===== src/rtl/uart_stream_scheduler_if.sv =====
// Read side of the two camera FIFOs plus the byte handshake into uart_tx.
// master = scheduler, slave = FIFOs/transmitter environment.
interface uart_stream_scheduler_if;
   logic [1:0]  ch_empty;
   logic [1:0]  ch_almost_empty;
   logic [15:0] ch_data;
   logic [1:0]  ch_rinc;
   logic        tx_busy;
   logic        tx_valid;
   logic [7:0]  tx_data;

   modport master (
      input  ch_empty,
      input  ch_almost_empty,
      input  ch_data,
      input  tx_busy,
      output ch_rinc,
      output tx_valid,
      output tx_data
   );

   modport slave (
      output ch_empty,
      output ch_almost_empty,
      output ch_data,
      output tx_busy,
      input  ch_rinc,
      input  tx_valid,
      input  tx_data
   );
endinterface


===== src/rtl/uart_stream_scheduler.sv =====
// Round-robin scheduler draining two camera FIFOs into one UART in framed bursts:
// SYNC0, SYNC1, {seq, ch}, up to BURST_LEN data bytes (legal 1..255), byte-count trailer.
module uart_stream_scheduler #(
   parameter int unsigned BURST_LEN = 64,
   parameter logic [7:0]  SYNC0     = 8'hA5,
   parameter logic [7:0]  SYNC1     = 8'h5A
) (
   input  logic                           clk_i,
   input  logic                           reset_n_i,
   input  logic                           enable_i,
   uart_stream_scheduler_if.master        bus,
   output logic [1:0]                     grant_o,
   output logic                           burst_active_o,
   output logic [15:0]                    bursts_sent_o
);

   localparam logic [7:0] BurstLenB = 8'(BURST_LEN);

   typedef enum logic [2:0] {
      StIdle,
      StHdr0,
      StHdr1,
      StHdr2,
      StRdReq,
      StRdWait,
      StDataTx,
      StTrailer
   } state_e;

   state_e          state_q, state_d;
   logic            last_grant_q;  // owning channel during a burst, previous owner when idle
   logic [7:0]      count_q;
   logic [1:0][3:0] seq_q;
   logic [15:0]     bursts_q;
   logic            tx_valid_q;

   logic [1:0] ready;
   logic       can_send;
   logic       start;
   logic       pick;
   logic       g;
   logic       rd_done;

   assign ready    = ~bus.ch_empty & ~bus.ch_almost_empty;
   assign can_send = ~bus.tx_busy & ~tx_valid_q;
   assign start    = enable_i & (|ready);
   assign pick     = ready[~last_grant_q] ? ~last_grant_q : last_grant_q;
   assign g        = last_grant_q;
   assign rd_done  = (count_q == BurstLenB) | ~ready[g];

   // State register
   always_ff @(posedge clk_i or negedge reset_n_i) begin
      if (!reset_n_i) begin
         state_q <= StIdle;
      end else begin
         state_q <= state_d;
      end
   end

   // Next-state logic
   always_comb begin
      state_d = state_q;
      unique case (state_q)
         StIdle:    if (start) state_d = StHdr0;
         StHdr0:    if (can_send) state_d = StHdr1;
         StHdr1:    if (can_send) state_d = StHdr2;
         StHdr2:    if (can_send) state_d = StRdReq;
         StRdReq: begin
            if (rd_done) begin
               state_d = StTrailer;
            end else if (can_send) begin
               state_d = StRdWait;
            end
         end
         StRdWait:  state_d = StDataTx;
         StDataTx:  state_d = StRdReq;
         StTrailer: if (can_send) state_d = StIdle;
         default:   state_d = StIdle;
      endcase
   end

   // Output logic
   always_comb begin
      bus.tx_valid = 1'b0;
      bus.tx_data  = 8'h00;
      bus.ch_rinc  = 2'b00;
      unique case (state_q)
         StHdr0: begin
            bus.tx_valid = can_send;
            bus.tx_data  = can_send ? SYNC0 : 8'h00;
         end
         StHdr1: begin
            bus.tx_valid = can_send;
            bus.tx_data  = can_send ? SYNC1 : 8'h00;
         end
         StHdr2: begin
            bus.tx_valid = can_send;
            bus.tx_data  = can_send ? {seq_q[g], 3'b000, g} : 8'h00;
         end
         StRdReq: begin
            if (!rd_done && can_send) begin
               bus.ch_rinc[g] = 1'b1;
            end
         end
         // Busy cannot rise without a strobe, so the check done in StRdReq still holds here
         StDataTx: begin
            bus.tx_valid = 1'b1;
            bus.tx_data  = g ? bus.ch_data[15:8] : bus.ch_data[7:0];
         end
         StTrailer: begin
            bus.tx_valid = can_send;
            bus.tx_data  = can_send ? count_q : 8'h00;
         end
         default: ;
      endcase
   end

   always_ff @(posedge clk_i or negedge reset_n_i) begin
      if (!reset_n_i) begin
         last_grant_q <= 1'b1;
         count_q      <= 8'h00;
         seq_q        <= '0;
         bursts_q     <= 16'h0000;
         tx_valid_q   <= 1'b0;
      end else begin
         tx_valid_q <= bus.tx_valid;
         if (state_q == StIdle && start) begin
            last_grant_q <= pick;
            count_q      <= 8'h00;
         end
         if (state_q == StDataTx) begin
            count_q <= count_q + 8'h01;
         end
         if (state_q == StTrailer && can_send) begin
            seq_q[g] <= seq_q[g] + 4'h1;
            bursts_q <= bursts_q + 16'h0001;
         end
      end
   end

   assign grant_o        = (state_q != StIdle) ? {g, ~g} : 2'b00;
   assign burst_active_o = (state_q != StIdle);
   assign bursts_sent_o  = bursts_q;

   a_no_back_to_back: assert property (@(posedge clk_i) disable iff (!reset_n_i)
      !(bus.tx_valid && tx_valid_q));
   a_rinc_granted: assert property (@(posedge clk_i) disable iff (!reset_n_i)
      (bus.ch_rinc != 2'b00) |-> (bus.ch_rinc == grant_o));

endmodule

===== src/flat_wrapper.sv =====
// flat-port wrapper written by rule: the top's interface ports become plain ports
module uart_stream_scheduler_flat 
#(
   parameter int unsigned BURST_LEN = 64,
   parameter logic [7:0]  SYNC0     = 8'hA5,
   parameter logic [7:0]  SYNC1     = 8'h5A
)
  (clk_i, reset_n_i, enable_i, grant_o, burst_active_o, bursts_sent_o, bus_ch_empty, bus_ch_almost_empty, bus_ch_data, bus_tx_busy, bus_ch_rinc, bus_tx_valid, bus_tx_data);
  uart_stream_scheduler_if bus_i ();
  input  logic clk_i;
  input  logic reset_n_i;
  input  logic enable_i;
  output logic [1:0] grant_o;
  output logic burst_active_o;
  output logic [15:0] bursts_sent_o;
  input wire logic [$bits(bus_i.ch_empty)-1:0] bus_ch_empty;
  input wire logic [$bits(bus_i.ch_almost_empty)-1:0] bus_ch_almost_empty;
  input wire logic [$bits(bus_i.ch_data)-1:0] bus_ch_data;
  input wire logic [$bits(bus_i.tx_busy)-1:0] bus_tx_busy;
  output wire logic [$bits(bus_i.ch_rinc)-1:0] bus_ch_rinc;
  output wire logic [$bits(bus_i.tx_valid)-1:0] bus_tx_valid;
  output wire logic [$bits(bus_i.tx_data)-1:0] bus_tx_data;
  assign bus_i.ch_empty = bus_ch_empty;
  assign bus_i.ch_almost_empty = bus_ch_almost_empty;
  assign bus_i.ch_data = bus_ch_data;
  assign bus_i.tx_busy = bus_tx_busy;
  assign bus_ch_rinc = bus_i.ch_rinc;
  assign bus_tx_valid = bus_i.tx_valid;
  assign bus_tx_data = bus_i.tx_data;
  uart_stream_scheduler #(.BURST_LEN(BURST_LEN), .SYNC0(SYNC0), .SYNC1(SYNC1)) u_core (.clk_i(clk_i), .reset_n_i(reset_n_i), .enable_i(enable_i), .bus(bus_i), .grant_o(grant_o), .burst_active_o(burst_active_o), .bursts_sent_o(bursts_sent_o));
endmodule

===== config.mk =====
export PLATFORM = sky130hd
export DESIGN_NAME = uart_stream_scheduler_flat
export DESIGN_NICKNAME = d
export VERILOG_FILES = /design/src/rtl/uart_stream_scheduler_if.sv /design/src/rtl/uart_stream_scheduler.sv /design/src/flat_wrapper.sv
export SDC_FILE = /design/constraint.sdc
export NUM_CORES = 1
export LEC_CHECK = 0
export BUFFER_PORTS_ARGS = -buffer_cell sky130_fd_sc_hd__buf_2
export CORE_MARGIN = 1.5
export CORE_UTILIZATION = 50
export CTS_CLUSTER_DIAMETER = 200
export CTS_CLUSTER_SIZE = 10
export DETAILED_ROUTE_END_ITERATION = 6
export PLACE_DENSITY = 0.77
export SYNTH_ARGS = -nofsm -noshare
export SYNTH_HDL_FRONTEND = slang
export SYNTH_SLANG_ARGS = --single-unit

===== constraint.sdc =====
create_clock -name clk_i -period 2.15 [get_ports clk_i]
set_input_delay 0.3225 -clock clk_i [delete_from_list [all_inputs] [get_ports clk_i]]
set_output_delay 0.3225 -clock clk_i [all_outputs]
set_load 0.01 [all_outputs]

=== Word-level counts from Yosys, hierarchy flattened ===
Cells that the tools add are included.

* Word-level logic and storage cells: 80
* Register bits after elaboration: 37
* Output and inout bits: 30
* Input port bits: 24

* Magnitude comparators: 3
* Reductions and logical operators: 12
* Bitwise logic cells: 10
* Multiplexer cells: 31
* Eq/ne operators: 14
* Add/subtract/negate cells: 3

{| class="wikitable"
|+ Operator list
! operator !! count
|-
| 8-bit two-way mux || 6
|-
| 8-bit one-hot mux with 5 select lines || 1
|-
| 3-bit one-hot mux with 8 select lines || 1
|-
| 3-bit two-way mux || 7
|-
| 16-bit by 1-bit adder with 16-bit output, second input constant || 1
|-
| 3-bit equality test, second input constant || 4
|-
| 4-bit two-way mux || 3
|-
| 2-bit by 1-bit != test with 1-bit output, second input constant || 5
|-
| 8-bit by 1-bit adder with 8-bit output, second input constant || 1
|-
| 8-bit bitwise mux || 1
|-
| 8-bit by 7-bit equality test with 1-bit output, second input constant || 1
|-
| 7-bit two-way mux || 1
|-
| 3-bit by 2-bit equality test with 1-bit output, second input constant || 2
|-
| 2-bit two-way mux || 3
|-
| 6-bit AND reduction || 1
|-
| 1-bit two-way mux || 5
|-
| 4-bit by 1-bit adder with 4-bit output, second input constant || 1
|-
| 4-bit demux with 1-bit select || 1
|-
| 1-bit logical AND || 4
|-
| 1-bit by 2-bit less-than comparator with 1-bit output, second input constant || 2
|-
| 1-bit inverter || 4
|-
| 2-bit inverter || 2
|-
| 4-bit OR reduction || 1
|-
| 3-bit by 1-bit equality test with 1-bit output, second input constant || 1
|-
| other kinds (13) || 14
|}

=== Longest topological paths before layout ===
* Word-level depth: 10
* Gate-level depth with buffers: 6
* Depth with buffers taken out: 6

=== Worst setup path before layout ===
OpenSTA, ideal clock, no wires.

* Kind: flip-flop to output port
* Start point: register u_core.last_grant_q (netlist: u_core.g)
* End point: output port bus_tx_data[6]
* Setup slack: 0.319 ns
* Stages on the path, launching flop included: 6
* Arrival: 1.509 ns
* Required time: 1.827 ns
* Path buffers: 1
* Path through: dfstp_2 > buf_2 > mux2_2 > o21ai_0 > o21ai_0 > a22o_1

* Longest elaborated chain between the ends: 4
* Elaborated cells between the ends (all ways): 5
* Classes of those cells: mux (5)

{| class="wikitable"
|+ Ends and longest elaborated chain
! what !! line !! text
|-
| start: declaration || uart_stream_scheduler.sv:31 || <nowiki>logic last_grant_q;</nowiki>
|-
| start signal: assignment || uart_stream_scheduler.sv:128 || <nowiki>last_grant_q <= pick;</nowiki>
|-
| 4-bit two-way mux (not written as such) (2 in series) || uart_stream_scheduler.sv:98 || <nowiki>bus.tx_data = can_send ? {seq_q[g], 3'b000, g} : 8'h00;</nowiki>
|-
| 8-bit two-way mux || uart_stream_scheduler.sv:98 ||
|-
| 8-bit one-hot mux with 5 select lines * || uart_stream_scheduler.sv:87 || <nowiki>unique case (state_q)</nowiki>
|-
| end: declaration || flat_wrapper.sv:22 || <nowiki>output wire logic [$bits(bus_i.tx_data)-1:0] bus_tx_data;</nowiki>
|}

Mark *: on every way between the ends. The rest lies on a longest branch, timed or not. The select of a mux whose other input is x is not followed.

=== Worst setup path after layout ===
* Start point: register u_core.last_grant_q (netlist: u_core.g)
* End point: output port bus_ch_rinc[0]

* Longest elaborated chain between the ends: 8
* Elaborated cells between the ends (all ways): 13
* Classes of those cells: order compare (2); mux (6); bitwise (2); reduce/logical (3)

{| class="wikitable"
|+ Ends and longest elaborated chain
! what !! line !! text
|-
| parallel branches: the longest is 6 deep, another holds 1-bit by 2-bit less-than comparator with 1-bit output || - ||
|-
| 2-bit two-way mux * || uart_stream_scheduler.sv:101 || <nowiki>if (!rd_done && can_send) begin</nowiki>
|-
| 2-bit two-way mux * || uart_stream_scheduler.sv:87 ||
|-
| end: declaration || flat_wrapper.sv:20 || <nowiki>output wire logic [$bits(bus_i.ch_rinc)-1:0] bus_ch_rinc;</nowiki>
|}

Every way passes the cells marked *. The select of a mux whose other input is x is not followed.

==> metrics.md <==
| Metric | Value |
|---|---|
| GP Congestion | 0.899 |
| Total wire length | roughly 5200 µm |
| Dominant cells by area after synthesis | dfrtp_1, xnor2_1, mux2_2, o21ai_0, mux2i_1 |
| Layout cells sized above 1 | between 30% and 40% |
| Seq/Total Area, Yosys | ~43% |
| Core region area | 4060 µm² |
| Clock buffer depth | 2 |
| Diodes inserted | 0 |
| HPWL after detailed placement | 3660 µm |
| Die area | between 4000 and 5000 µm² |
| Combinational power share | 49.5% |
| Outcome | finished with violations |
| Crit Path Max Fanout | 13 |
| Cell chain of the critical path | buf_8 > nor3b_4 > o22ai_4 > nor3_1 > buf_2 |
| Int Pwr | 2.03 mW |
| VDD IR max | ~0.7 mV |
| # rows | 23 |
| Leakage | between 1 and 1.5 nW |
| Vias/cell | 5.88 |
| CP Launch Type | flop |
| Setup violators final | 1 |
| Achievable Freq | between 400 and 500 MHz |
| Most frequent cell after synthesis | dfrtp_1 |
| Slowest CP cell | dfstp_2 |
| Failing checks | negative setup slack |
| Vias in the first global route | roughly 1,800 |
| NetSw | 1.36 mW |
| Post-synthesis mux area share | ~7.5% |
| CTS tree | built |
| Max Slew Vio Count | 0 |
| Sink Count | 37 |
| Worst-Margin Slew | 830 ps |
| R2r worst-path depth | 5 |
| First-pass GRT wire length | between 8000 and 9000 µm |
| Iteration-0 DRC Markers | a little over 100 |
| Simple-gate share of the synthesized area | a little over a fifth |
| Global route hottest layer | met2 |
| Grt met3 use | 5.10% |
| R2r startpoint | u_core.tx_valid_q |
| Hold_ws | around 130 ps |
| Asr flop ratio synth | between 90% and 100% |
| Worst Skew | about 6.4 ps |
| Routed vias | between 1,500 and 2,000 |
| End-of-flow core utilization | about 67% |
| Critical Path Stages | 5 |
| Clock-pin slew on the worst setup and hold paths | ~70 ps |
| # DRC | 0 |
| Reg2reg setup slack | 340 ps |
| Clock latency on the worst-skew pair | around 290 ps |
| Max-slew headroom | approximately 45% |
| Commonest cells post-synth | dfrtp_1, nand2_1, o21ai_0, xnor2_1, nand3_1 |
| Area growth, synth to finish | 28.0% |
| H-tree level count | 2 |
| Routed Antenna Nets | 0 |
| Seq cells post-synth | 37 |
| Num CTS Buffers | 5 |
| Worst Path Arrival | 1840 ps |
| Root buffer cell | clkbuf_8 |
| Most used DFF post-synth | dfrtp_1 |
| IO Port Bufs | between 50 and 60 |
| Initial antenna violation count | 0 |
| Drt pass-1 iters | 5 |
| Die height | 68.3 µm |
| Synthesized area | 2130 µm² |
| Largest net degree at the start of global routing | 38 |
| Sequential power share | around 34% |
| Synth top area share | roughly 42% |
| Req. time, crit path | about 1800 ps |
| Die X-Extent | about 70 µm |
| Synth cell types | 46 |
| Post-synthesis compound-gate area fraction | 12.8% |
| Worst hold path type | in2async |
| Critical path launch point | u_core.g |
| Cells after DPL | ~320 |
| Gr ovfl total | 0 |
| CP Class | reg2out |
| Avg Cell Area, Syn | between 9 and 10 µm² |
| Setup ws final | -10.9 ps |
| Initial Util | 52.6% |
| GRT Resource Usage Total | between 20% and 30% |
| Setup tns final | -10.9 ps |
| Sw Ratio | 40.1% |
| Worst Path Buf+Inv | 2 |
| Reg2reg end | u_core.seq_q[5] |
| Non-Filler Instances | approximately 340 |
| Met2 GRT Util | roughly two fifths |
| Post-synthesis xor/xnor area fraction | under 10% |
| CP peak stage delay | 630 ps |
| Met1 usage in global routing | between 30% and 40% |
| Largest family of logic cells by synthesized area | simple AND/OR/NAND/NOR gates |
| Area share of fa/ha/maj cells after synthesis | ~2.3% |
| Unrepaired setup endpoints after global routing | yes |
| MaxCap Viol Count | 0 |
| Final worst path period need | around 2200 ps |
| Mapped Cells | about 220 |
| Number of synthesized flops with an enable pin | 0 |
| Final Hold Viols | 0 |
| Mapped Nets | roughly 250 |
| Cell family with most CP delay | flip-flops |
| Clock share of power | about 17% |
| Yosys warning count | 0 |
| Cell area power density | approximately 1200 nW/µm² |
| Final Cycle Share | 101% |
| Fillers | slightly above 300 |
| Drt wl/cell | approximately 16 µm |
| CP Capture Type | output pin |
| Critical path endpoint | bus_ch_rinc[0] |
| Cell taking the most area after synthesis | dfrtp_1 |
| # IOs | 54 |
| Nets | ~310 |
per-layer routing:
layer	wire [µm]	vias to the layer above
met5	0	-
met4	187	0
met3	400	16
met2	2560	104
met1	2090	934
li1	-	922
cell usage in the layout (no fill, tap or decap), types with 2 or more instances in the layout:
cell type,instances
o31ai_1,2
buf_6,2
and2_1,4
nor3_1,5
o21ai_1,4
buf_4,15
nor2_1,10
buf_2,53
a31oi_1,5
dfrtp_2,2
xnor2_1,16
ha_1,4
mux2_4,2
inv_1,7
nand3_1,13
nand2_1,17
nor3b_1,2
a22o_1,3
mux2_2,6
o22ai_1,4
o21ai_0,12
a21oi_1,6
nor3_2,2
dfrtp_1,34
a21oi_2,2
mux2i_1,7
and3_1,4
xor2_1,5
nand4_1,7
clkbuf_8,5
state kept, by name, summed over array words and instances (netlist names):
name / flops
u_core.bursts_sent_o: 16
u_core.count_q: 8
u_core.seq_q: 8
u_core.state_q: 3
u_core.g: 1
u_core.tx_valid_q: 1
cell families (layout without fill, tap and decap cells):
| group | after synthesis | after routing |
|---|---|---|
| fa+ha+maj | 4 | 4 |
| buf+inv | 16 | 85 |
| mux | 15 | 15 |
| compound gates | 45 | 45 |
| flops | 37 | 37 |
| xor+xnor | 22 | 22 |
| simple gates | 78 | 78 |
power groups by stage:
stage	Sequential, mW	Clock [mW]	Combinational, mW
3_5_place_dp	1.14	0	1.42
6_report	1.14	0.573	1.68
2_1_floorplan	1.06	0	0.991
4_1_cts	1.12	0.590	1.59
5_1_grt	1.16	0.618	1.83
3_3_place_gp	1.14	0	1.41
worst min path at each step:
stage / start / endpoint / slack (ps) / depth (start not counted)
after floorplan: reset_n_i / u_core.bursts_sent_o[0] / 30 / 0
after global placement: reset_n_i / u_core.bursts_sent_o[2] / 460 / 1
after detailed placement: u_core.bursts_sent_o[15] / u_core.bursts_sent_o[15] / 460 / 1
after CTS: reset_n_i / u_core.bursts_sent_o[15] / 150 / 1
after global routing: reset_n_i / u_core.bursts_sent_o[1] / 200 / 1
final: reset_n_i / u_core.bursts_sent_o[15] / 130 / 1
area by class of cell:
cell class	instances	area (µm²)	share of cell area [%]
inverter	7	26.3	0.962
multi-input combinational	164	1190	43.7
sequential	37	930	34.0
clock inverter	2	35.0	1.28
tap	50	62.6	2.29
timing repair buffer	71	415	15.2
clock buffer	5	68.8	2.52
metrics by stage:
step                setup slack [ps]  instance area [µm²]  power [mW]
finish                         -10.9                 2730        3.39
global route                   -40.5                 2730        3.61
CTS                            -17.0                 2690        3.30
detailed placement               128                 2500        2.56
global placement                 201                 2500        2.54
floorplan                        319                 2130        2.05
what timing repair did:
action                     in CTS  in global routing
setup buffers                   4                  3
pin swaps                       1                  4
setup endpoints to repair       8                 10
hold buffers                    0                  0
gates resized for setup        13                 12
No activity file was read; power rests on OpenSTA's default activity.
